===== config.mk =====
export PLATFORM = sky130hd
export DESIGN_NAME = key_event_gen
export DESIGN_NICKNAME = d
export VERILOG_FILES = /design/src/rtl/key_event_gen.sv
export SDC_FILE = /design/constraint.sdc
export NUM_CORES = 1
export LEC_CHECK = 0
export ABC_AREA = 1
export ABC_CLOCK_PERIOD_IN_PS = 10100
export CORE_ASPECT_RATIO = 0.5
export CORE_MARGIN = 4
export CORE_UTILIZATION = 50
export CTS_CLUSTER_SIZE = 12
export DETAILED_ROUTE_END_ITERATION = 8
export MAX_ROUTING_LAYER = met4
export PLACE_DENSITY = 0.62
export SLEW_MARGIN = 25
export SYNTH_ARGS = -nofsm -noshare
export SYNTH_HDL_FRONTEND = slang
export SYNTH_SLANG_ARGS = --single-unit

===== constraint.sdc =====
create_clock -name clock -period 10.1 [get_ports clock]
set_input_delay 2.02 -clock clock [delete_from_list [all_inputs] [get_ports clock]]
set_output_delay 2.02 -clock clock [all_outputs]
set_load 0.02 [all_outputs]

===== src/rtl/key_event_gen.sv =====
// key_event_gen: synchronised, debounced buttons turned into one-cycle key events.
// Define KEY_AUTOREPEAT_EN to add per-arrow auto-repeat while a key is held.
module key_event_gen #(
  parameter int DEBOUNCE_CYCLES = 250000,
  parameter int REPEAT_DELAY    = 25000000,
  parameter int REPEAT_RATE     = 5000000
) (
  input  logic       clock,
  input  logic       reset,
  input  logic [3:0] btn_n,
  input  logic       btnA_n,
  output logic [3:0] keys,
  output logic       A
);

  localparam int MAX_AB = (DEBOUNCE_CYCLES > REPEAT_DELAY)
                        ? DEBOUNCE_CYCLES : REPEAT_DELAY;
  localparam int MAX_P  = (MAX_AB > REPEAT_RATE) ? MAX_AB : REPEAT_RATE;
  localparam int CW     = $clog2(MAX_P) + 1;
  localparam logic [CW-1:0] DB_LAST = CW'(DEBOUNCE_CYCLES - 1);

  // Bit 4 carries the select button; all levels are pressed-high internally.
  logic [4:0]    sync1;
  logic [4:0]    sync2;
  logic [4:0]    db;
  logic [4:0]    db_q;
  logic [CW-1:0] cnt [5];
  logic [4:0]    press;
  logic [3:0]    pend;
  logic [3:0]    low;
  logic [3:0]    rep_set;
  logic          a_pend;

  assign press = db & ~db_q;
  assign low   = pend & (~pend + 4'd1);

  always_ff @(posedge clock or posedge reset) begin
    if (reset) begin
      sync1 <= '0;
      sync2 <= '0;
      db    <= '0;
      db_q  <= '0;
      for (int i = 0; i < 5; i++) cnt[i] <= '0;
    end else begin
      sync1 <= ~{btnA_n, btn_n};
      sync2 <= sync1;
      db_q  <= db;
      for (int i = 0; i < 5; i++) begin
        if (sync2[i] == db[i]) begin
          cnt[i] <= '0;
        end else if (cnt[i] == DB_LAST) begin
          db[i]  <= ~db[i];
          cnt[i] <= '0;
        end else begin
          cnt[i] <= cnt[i] + 1'b1;
        end
      end
    end
  end

`ifdef KEY_AUTOREPEAT_EN
  localparam logic [CW-1:0] RD_LAST = CW'(REPEAT_DELAY - 1);
  localparam logic [CW-1:0] RR_LAST = CW'(REPEAT_RATE - 1);

  logic [CW-1:0] rcnt [4];
  logic [3:0]    rlater;
  logic [3:0]    held;

  assign held = db[3:0] & db_q[3:0];

  always_comb begin
    rep_set = '0;
    for (int i = 0; i < 4; i++)
      rep_set[i] = held[i] &&
        (rcnt[i] == (rlater[i] ? RR_LAST : RD_LAST));
  end

  // First period is the long delay; rlater switches to the repeat rate.
  always_ff @(posedge clock or posedge reset) begin
    if (reset) begin
      rlater <= '0;
      for (int i = 0; i < 4; i++) rcnt[i] <= '0;
    end else begin
      for (int i = 0; i < 4; i++) begin
        if (!held[i]) begin
          rcnt[i]   <= '0;
          rlater[i] <= 1'b0;
        end else if (rep_set[i]) begin
          rcnt[i]   <= '0;
          rlater[i] <= 1'b1;
        end else begin
          rcnt[i] <= rcnt[i] + 1'b1;
        end
      end
    end
  end
`else
  assign rep_set = '0;
`endif

  always_ff @(posedge clock or posedge reset) begin
    if (reset) begin
      pend   <= '0;
      a_pend <= 1'b0;
      keys   <= '0;
      A      <= 1'b0;
    end else begin
      keys   <= low;
      pend   <= (pend & ~low) | press[3:0] | rep_set;
      a_pend <= press[4];
      A      <= a_pend;
    end
  end

endmodule

==> impl_metrics.csv <==
group,metric,value,unit
synthesis,synth-compound-area-share,0.796,%
synthesis,synth_area_leader_cell,"dfrtp_1",
detailed_routing,wire_per_inst,13.1,µm
power_and_ir_drop,ir_drop,0.120,mV
cts,cts_resized,0,
synthesis,synth_top_cells_by_count,"nor2_1, nand2_1, dfrtp_1",
cts,clock_latency,0.43,ns
detailed_routing,drtIter0Drc,410,
power_and_ir_drop,p_per_area,139,nW/µm²
synthesis,synth_most_common_cell,"nor2_1",
global_route,first_global_vias,6942,
floorplan,core,17500,µm²
power_and_ir_drop,p_leak,4.29,nW
detailed_routing,route.met3.wl,903,µm
synthesis,syn_area,8960,µm²
global_route,antenna_found_initial,0,
detailed_routing,wl,19600,µm
detailed_routing,drc_errors,0,
setup_path,cpMaxStageDelayCell,"buf_4",
final_layout,drive_above_1_share,8.55,%
timing,hold_viol,0,
synthesis,synthTopCellsByArea,"dfrtp_1, nor2_1, nand2_1",
synthesis,synthMuxAreaShare,0,%
global_route,overflow,0,
global_route,grt_max_degree,98,
timing,setup_viol,0,
min_path,hold_class,"flop to flop",
floorplan,dieArea,20300,µm²
synthesis,synth-xor-area-share,7.33,%
timing,period_needed,3.46,ns
final_layout,diodes,0,
job,drv_cap,0,
final_layout,finish.instance_area,9980,µm²
setup_path,crit_chain,"clkdlybuf4s50_1 -> inv_6 -> buf_4",
power_and_ir_drop,pwr-share-comb,2.7,%
synthesis,netlist-cell-type-count,27,
timing,relSlewSlack,42.1,%
floorplan,io_pins,12,
synthesis,synth_fa_ha_area_share,0.698,%
global_route,grt_usage,21.1,%
final_layout,nets,1262,
synthesis,synthArstFlopShare,100,%
synthesis,ys.warnings.count,0,
synthesis,syn_nets,1236,
timing,finClkSkew,0.0112,ns
cts,clk_pin_slew_worst_paths,0.06,ns
synthesis,synth_edf_count,0,
cts,cts_setup_buffers,0,
setup_path,arrival,3.91,ns
power_and_ir_drop,p_int,1.06,mW
cts,root_buffer,"clkbuf_16",
synthesis,avgSynthCellArea,7.32,µm²
power_and_ir_drop,switchingPower,324,µW
synthesis,ys_seq_area_share,44.7,%
synthesis,synthSimpleGateAreaFrac,40.8,%
placed_design,gp_congestion,0.962,
floorplan,die-height,103,µm
timing,finalSetupTns,0,ns
setup_path,worst-path-max-fanout,97,
cts,cts_buffer_depth,2,
synthesis,synth_top_family_by_area,"simple AND/OR/NAND/NOR gates",
timing,rsz0062_at_grt,"no",
final_layout,syn_to_final_growth,11.4,%
detailed_routing,drtAntennaViolNets,0,
setup_path,cp-start-kind,"primary input",
global_route,grt_pass1_wl,33300,µm
power_and_ir_drop,pwr-share-clk,50.0,%
synthesis,synth_seq_cells,160,
detailed_routing,dr.pass1.iters,8,
timing,period_share,34.3,%
setup_path,crit_type,"primary input to async pin",
setup_path,cp.required,10.55,ns
cts,cts-buffers-inserted,17,
setup_path,max_stage_delay,0.77,ns
cts,htreeDepth,4,
detailed_routing,vias,7391,
setup_path,end_kind,"async pin",
synthesis,synth.top_cell.area_share,44.7,%
timing,max_clock_freq,289,MHz
detailed_routing,wl_met1,9660,µm
synthesis,synthCells,1224,
floorplan,start_util,51.2,%
placed_design,placed_area,9350,µm²
cts,cts_tree,"done",
status,status,"completed",
detailed_routing,dr_wl_met2,8700,µm
synthesis,ys.flop_type,"dfrtp_1",
detailed_routing,routed_via_density,4.94,
floorplan,die_x,197,µm
cts,holdBufCountCts,0,
power_and_ir_drop,p_sw_share,23.4,%
timing,tightestPinTransition,0.869,ns
timing,finalMaxSlewViolations,0,
placed_design,dp_hpwl,14200,µm
detailed_routing,maxUsedRoutingLayer,"met4",
placed_design,io_buffer_count,11,
cts,cts_sinks,160,
power_and_ir_drop,pwr-share-seq,47.2,%
floorplan,row_count,34,
-- registers in the layout (all words and copies together) (netlist names) --
register,flops
A,1
a_pend,1
cnt,130
db,5
db_q,5
keys,4
pend,4
sync1,5
sync2,5
-- power groups by stage --
| stage | logic [mW] | registers [mW] | clock network [mW] |
|---|---|---|---|
| after floorplan | 0.0277 | 0.666 | 0 |
| after global placement | 0.0391 | 0.667 | 0 |
| after detailed placement | 0.0395 | 0.667 | 0 |
| after CTS | 0.0398 | 0.655 | 0.708 |
| after global routing | 0.0446 | 0.655 | 0.741 |
| final | 0.0380 | 0.655 | 0.693 |
-- final cells by class --
type	instances	area, µm²
repair buffers	12	118
well taps	234	293
fillers	1653	7500
clock inverters	14	191
clock buffers	18	439
flip-flops and latches	160	4000
inverters	130	493
multi-input cells	929	4440
-- worst paths after layout --
check / from / end / slack [ns] / cells past startpoint
setup reg to reg: cnt[0]$_DFF_PP0_ / cnt[15]$_DFF_PP0_ / 8.39 / 8
max in group clock: A$_DFF_PP0_ / A / 6.71 / 1
min in group asynchronous: reset / cnt[31]$_DFF_PP0_ / 2.13 / 2
hold reg to reg: sync1[4]$_DFF_PP0_ / sync2[4]$_DFF_PP0_ / 0.35 / 0
setup / recovery: reset / sync2[1]$_DFF_PP0_ / 6.64 / 3
hold / removal: sync1[4]$_DFF_PP0_ / sync2[4]$_DFF_PP0_ / 0.35 / 0
-- critical path: cells and delay by family --
kind / cells / cell delay (ns)
buffers and inverters: 3 / 1.85
-- per-layer routing --
layer,vias up,track usage (%)
met5,-,-
met4,0,5.27
met3,26,4.64
met2,148,32.7
met1,3413,28.6
li1,3804,-
-- through the flow --
stage	std cells	setup WS (ns)	power, mW	hold slack, ns	utilization [%]
after floorplan	1224	3.76	0.693	0.331	-
after global placement	1465	6.06	0.706	0.337	53.5
after detailed placement	1465	6.03	0.707	0.335	53.5
after CTS	1497	6.49	1.40	0.349	57.1
after global routing	1497	6.30	1.44	0.355	57.1
final	1497	6.64	1.39	0.348	57.1
-- cells in the final DEF, fill, tap and decap left out, types with 3 or more instances in the layout --
master / instances
nor2_1: 335
nor2_2: 12
xnor2_1: 35
xor2_1: 40
nand2_4: 5
nand2_1: 321
dfrtp_1: 160
nand3_4: 3
clkbuf_16: 17
clkinv_4: 3
o21ai_0: 3
inv_1: 120
nand3_2: 3
nand2_2: 19
inv_2: 9
nor2_4: 21
ha_1: 5
clkdlybuf4s50_1: 11
nand4_1: 17
a21oi_1: 7
inv_6: 7
and2_1: 5
bufinv_16: 3
nand3_1: 81
nor3_1: 10
-- logic make-up after synthesis --
kind of cell             after synthesis
AND/OR/NAND/NOR                      836
flip-flops                           160
buffers and inverters                135
XOR/XNOR                              75
AO/OA/AOI/OAI                         13
adder cells (fa/ha/maj)                5
(Power assumes the default switching activity.)
